$ cat src/rtl/pwm_deadtime_gen.sv
// Complementary PWM output stage with double-buffered duty and programmable dead time.
// Optional macro PWM_UPDATE_IRQ_EN adds upd_irq, a one-cycle pulse on each duty commit.
module pwm_deadtime_gen #(
  parameter int N    = 10,
  parameter int TOP  = 511,
  parameter int DT_W = 4
) (
  input  logic            clk,
  input  logic            reset,
  input  logic [N-1:0]    count_in,
  input  logic            enable,
  input  logic [DT_W-1:0] dead_time,
  input  logic [N-1:0]    duty_data,
  input  logic            duty_valid,
  output logic            duty_ready,
  output logic [N-1:0]    duty_active,
  output logic            pwm_h,
  output logic            pwm_l
`ifdef PWM_UPDATE_IRQ_EN
  ,
  output logic            upd_irq
`endif
);

  typedef enum logic [1:0] {
    S_OFF,
    S_DT_RISE,
    S_ON,
    S_DT_FALL
  } state_t;

  state_t          r_state;
  state_t          w_state_nxt;
  logic [DT_W-1:0] r_dt_cnt;
  logic [DT_W-1:0] w_dt_nxt;
  logic [DT_W-1:0] w_dt_load;
  logic            r_pending;
  logic [N-1:0]    r_pend_val;
  logic [N-1:0]    r_duty_active;
  logic            r_pwm_h;
  logic            r_pwm_l;
  logic            w_boundary;
  logic            w_accept;
  logic            w_commit;
  logic            w_raw_on;

  assign w_boundary = (count_in == N'(TOP));
  assign w_accept   = duty_valid & ~r_pending;
  assign w_commit   = w_boundary & r_pending;
  assign w_raw_on   = enable & (count_in < r_duty_active);
  assign w_dt_load  = dead_time - DT_W'(1);

  assign duty_ready  = ~r_pending;
  assign duty_active = r_duty_active;
  assign pwm_h       = r_pwm_h;
  assign pwm_l       = r_pwm_l;

  // Accept and commit are mutually exclusive: accept needs pending=0, commit needs pending=1.
  always_ff @(posedge clk or negedge reset) begin
    if (!reset) begin
      r_pending     <= 1'b0;
      r_pend_val    <= '0;
      r_duty_active <= '0;
    end else if (w_commit) begin
      r_duty_active <= r_pend_val;
      r_pending     <= 1'b0;
    end else if (w_accept) begin
      r_pend_val    <= duty_data;
      r_pending     <= 1'b1;
    end
  end

  always_comb begin
    w_state_nxt = r_state;
    w_dt_nxt    = r_dt_cnt;
    case (r_state)
      S_OFF: begin
        if (w_raw_on) begin
          if (dead_time == '0) begin
            w_state_nxt = S_ON;
          end else begin
            w_state_nxt = S_DT_RISE;
            w_dt_nxt    = w_dt_load;
          end
        end
      end
      S_DT_RISE: begin
        if (!w_raw_on) begin
          w_state_nxt = S_OFF;
        end else if (r_dt_cnt == '0) begin
          w_state_nxt = S_ON;
        end else begin
          w_dt_nxt = r_dt_cnt - DT_W'(1);
        end
      end
      S_ON: begin
        if (!w_raw_on) begin
          if (dead_time == '0) begin
            w_state_nxt = S_OFF;
          end else begin
            w_state_nxt = S_DT_FALL;
            w_dt_nxt    = w_dt_load;
          end
        end
      end
      S_DT_FALL: begin
        // A zero dead time here (only reachable from reset) goes straight to ON rather than wrapping the reload.
        if (w_raw_on) begin
          if (dead_time == '0) begin
            w_state_nxt = S_ON;
          end else begin
            w_state_nxt = S_DT_RISE;
            w_dt_nxt    = w_dt_load;
          end
        end else if (r_dt_cnt == '0) begin
          w_state_nxt = S_OFF;
        end else begin
          w_dt_nxt = r_dt_cnt - DT_W'(1);
        end
      end
      default: begin
        w_state_nxt = S_DT_FALL;
        w_dt_nxt    = '0;
      end
    endcase
  end

  always_ff @(posedge clk or negedge reset) begin
    if (!reset) begin
      r_state  <= S_DT_FALL;
      r_dt_cnt <= '0;
      r_pwm_h  <= 1'b0;
      r_pwm_l  <= 1'b0;
    end else begin
      r_state  <= w_state_nxt;
      r_dt_cnt <= w_dt_nxt;
      r_pwm_h  <= (w_state_nxt == S_ON);
      r_pwm_l  <= (w_state_nxt == S_OFF);
    end
  end

`ifdef PWM_UPDATE_IRQ_EN
  logic r_upd_irq;

  always_ff @(posedge clk or negedge reset) begin
    if (!reset) begin
      r_upd_irq <= 1'b0;
    end else begin
      r_upd_irq <= w_commit;
    end
  end

  assign upd_irq = r_upd_irq;
`endif

endmodule
$ cat config.mk
export PLATFORM = sky130hd
export DESIGN_NAME = pwm_deadtime_gen
export DESIGN_NICKNAME = d
export VERILOG_FILES = /design/src/rtl/pwm_deadtime_gen.sv
export SDC_FILE = /design/constraint.sdc
export NUM_CORES = 1
export LEC_CHECK = 0
export CORE_ASPECT_RATIO = 1.75
export CORE_UTILIZATION = 45
export CTS_BUF_LIST = sky130_fd_sc_hd__clkbuf_16
export DETAILED_ROUTE_END_ITERATION = 12
export PLACE_DENSITY = 0.73
export SETUP_SLACK_MARGIN = 0.02
export SYNTH_ARGS = -nofsm -noshare
export SYNTH_HDL_FRONTEND = slang
export SYNTH_SLANG_ARGS = --single-unit
$ cat constraint.sdc
create_clock -name clk -period 4.19 [get_ports clk]
set_input_delay 0.838 -clock clk [delete_from_list [all_inputs] [get_ports clk]]
set_output_delay 0.838 -clock clk [all_outputs]
set_load 0.03 [all_outputs]
==> key figures <==
Timing
  – Setup violations, final: 0
  – Min cycle time layout: 2870 ps
  – Total negative slack: 0 ps
  – RSZ-0062 raised after global routing: false
  – Final period utilization: 68.6%
  – Final Hold Vio Count: 0
  – Worst relative slew slack: roughly a third
  – Worst Tran Pin Value: ~1000 ps
  – Max frequency: ~0.35 GHz
  – Final Max Slew Viols: 0
  – Worst setup margin: 1320 ps
  – Worst Skew: ~3.9 ps

Global routing
  – Initial antenna violation count: 0
  – GRT overflow: 0
  – Vias in the first global route: 1,549
  – First-pass GRT wire length: a little over 7 mm
  – Global-route usage over all layers: a little under a quarter
  – Largest net degree at the start of global routing: 30

Setup path
  – CP max FO: 11
  – CP delay by family, top: compound AO/OA/AOI/OAI gates
  – Critical path capture point type: register
  – Register-to-register setup slack: about 1900 ps
  – Critical path arrival: 3030 ps
  – Worst R2R Start: duty_active[7]
  – Slowest CP cell: clkdlybuf4s50_1
  – R2R depth: 8
  – CP peak stage delay: around 440 ps
  – Crit path kind: input pin to register
  – Worst path bufs/invs: 1
  – WP data required: 4340 ps
  – Worst Setup Start Kind: input pin
  – Cell Chain, Critical Path: clkdlybuf4s50_1 > ha_1 > a211oi_1 > o21ai_1 > a21oi_4 > and2_4 > mux2_1 > a221o_1
  – Reg2reg end: r_dt_cnt[3]

Hold path
  – Hold Startpoint: r_pend_val[5]
  – Hold Crit Class: register to register
  – Sink of the worst hold path: duty_active[5]
  – Hold Crit Depth: 2

Finish
  – Register cell area after layout: 728 um2
  – Area occupied by multi-input gates: 882 um2
  – Total Nets Final: between 200 and 300
  – Area growth, synth to finish: 35.2%
  – Share of layout cells above drive strength 1: 13.7%
  – Filler cell count: a little over 300
  – N_diodes: 0

Run status
  – Outcome: finished, final reports clean

Die
  – Initial Utilization: a little under half
  – I/O Pins: 41
  – Die Span Y: 83.6 um
  – Full die area: just over 4000 um2
  – Core Area: about 3600 um2
  – Die width: 48.6 um
  – Row Count: 29

Clocking
  – Hold buffer count at cts: 0
  – Max clock buf depth: 2
  – CTS Root Buffer Type: clkbuf_16
  – H-tree depth: 2
  – Post-CTS setup buffer count: 0
  – CTS tree: yes
  – CTS Buf Count: 5
  – Clk slew on worst S/H paths: about 50 ps
  – Sink Count: 29
  – PostCTS Resize Cnt: 0
  – Clk_lat worst skew: between 200 and 300 ps

Synthesis
  – Primary FF master, synth: dfrtp_1
  – Area contributors post-synth: dfrtp_1 39%, ha_1 8.0%, mux2_2 7.9%, o21ai_0 4.1%, inv_1 3.9%
  – Net count after synthesis: between 200 and 250
  – Post-synthesis instance total: 176
  – Post-synth EDFFs: 0
  – Xor/xnor cell area share of the yosys netlist: under 10%
  – Synth top area share: slightly below 40%
  – Seq/Total Area, Yosys: a little over two fifths
  – Synth Warn #: 0
  – Multiplexer share of the synthesized area: about a tenth
  – FFs w/ async S/R, synth: 100%
  – Post-synth top area cell: dfrtp_1
  – Most frequent cell after synthesis: dfrtp_1
  – Post-Syn Area: roughly 1700 um2
  – Synth Area in Compound Gates: about 17%
  – Post-synth top cells: 27 x dfrtp_1, 18 x inv_1, 17 x nand2_1
  – Avg Cell Area, Syn: 9.73 um2
  – Largest family of logic cells by synthesized area: compound AO/OA/AOI/OAI gates
  – Netlist cell types: between 40 and 50
  – Simple-Gate Fraction of Synth Area: between 10% and 20%
  – Synth Area in Adders: under 10%
  – FF+latch count, synth: 29

Placement
  – PortBufs: 40
  – Setup WS pre-CTS: about 1000 ps
  – DPL Wire Length: about 3.2 mm
  – Gp weighted congestion: slightly above 0.9

Drt
  – Routed via count: 1,482
  – WL/cell: roughly 16 um
  – Number of vias per cell: approximately 5.6
  – DR iter-0 viols: 55
  – Final antenna-violating net count: 0
  – DRC viols: 0
  – Final wirelength: around 4.2 mm
  – First-pass detailed-route iteration total: 4

Pwr
  – Clock power frac: 34.1%
  – Pwr/cell area: 496 nW/um2
  – Internal: ~0.0008 W
  – Pleak: roughly 1.0 nW
  – Switching power: about 0.00036 W
  – Seq pwr share: a little over a third
  – Worst vdd ir: 0.000450 V
  – Comb pwr share: slightly below 30%
  – Sw Share: a little under a third

Job
  – # Max-Cap Violations: 0
==> stage by stage <==
| step | std cells | utilization (%) | hold WS, ps | power (W) | cell area (um2) |
|---|---|---|---|---|---|
| 2_1_floorplan | 176 | - | 446 | 0.000643 | 1710 |
| 3_3_place_gp | 257 | 59.3 | 456 | 0.000736 | 2150 |
| 3_5_place_dp | 257 | 59.3 | 481 | 0.000752 | 2150 |
| 4_1_cts | 265 | 63.8 | 495 | 0.00114 | 2310 |
| 5_1_grt | 265 | 63.8 | 527 | 0.00121 | 2310 |
| 6_report | 265 | 63.8 | 495 | 0.00115 | 2310 |
==> worst max-delay path by stage <==
stage	end	depth (start not counted)	slack (ps)	from
2_1_floorplan	r_dt_cnt[3]	7	1690	count_in[7]
3_3_place_gp	r_dt_cnt[3]	8	1090	count_in[7]
3_5_place_dp	r_dt_cnt[3]	8	1040	count_in[7]
4_1_cts	r_dt_cnt[3]	8	1320	count_in[7]
5_1_grt	r_dt_cnt[3]	8	1260	count_in[7]
6_report	r_dt_cnt[3]	8	1320	count_in[7]
==> cell type report <==
type,count,share of cell area [%]
tap,46,2.49
sequential,29,31.5
multi-input combinational,122,38.1
clock inverter,3,1.62
timing repair buffer,42,18.0
clock buffer,5,5.41
inverter,18,2.92
==> worst min-delay path: stages (launching register included) <==
cell and delay, ps:
dfrtp_1 340, nand2_1 50, o21ai_0 60
==> kinds of logic (layout without fill, tap and decap cells) <==
kind of cell,count (synthesis),in the layout
compound gates,43,43
flops,29,29
xor+xnor,2,2
fa+ha+maj,11,11
simple gates,51,51
buf+inv,25,68
mux,15,15
==> routing by layer <==
layer  up-vias  wire (um)  track usage (%)
met5         -          0                0
met1       713       1530             24.6
met2        50       2420             43.3
met4         0         89             10.2
li1        710          -                -
met3         9        190             5.28
==> layout by cell type, fill, tap and decap left out, types with 5 or more instances in the layout <==
master,synthesis,routed
dfrtp_1,27,27
mux2_2,12,12
a21oi_1,9,9
inv_1,18,19
o21ai_0,14,14
ha_1,11,11
nor2_1,8,8
nand2_1,17,17
clkbuf_16,0,5
clkdlybuf4s50_1,0,40
==> sequential cells by signal (all words and copies together), names as in the netlist <==
register     flops
pwm_l            1
r_pending        1
r_pend_val      10
r_dt_cnt         4
pwm_h            1
r_state          2
duty_active     10
==> power groups by stage <==
stage | logic, W | clock network, W | registers (W)
4_1_cts | 0.000335 | 0.000394 | 0.000416
3_3_place_gp | 0.000319 | 0 | 0.000418
6_report | 0.000336 | 0.000392 | 0.000420
2_1_floorplan | 0.000251 | 0 | 0.000392
3_5_place_dp | 0.000333 | 0 | 0.000419
5_1_grt | 0.000375 | 0.000411 | 0.000427
No activity file was read; power rests on OpenSTA's default activity.
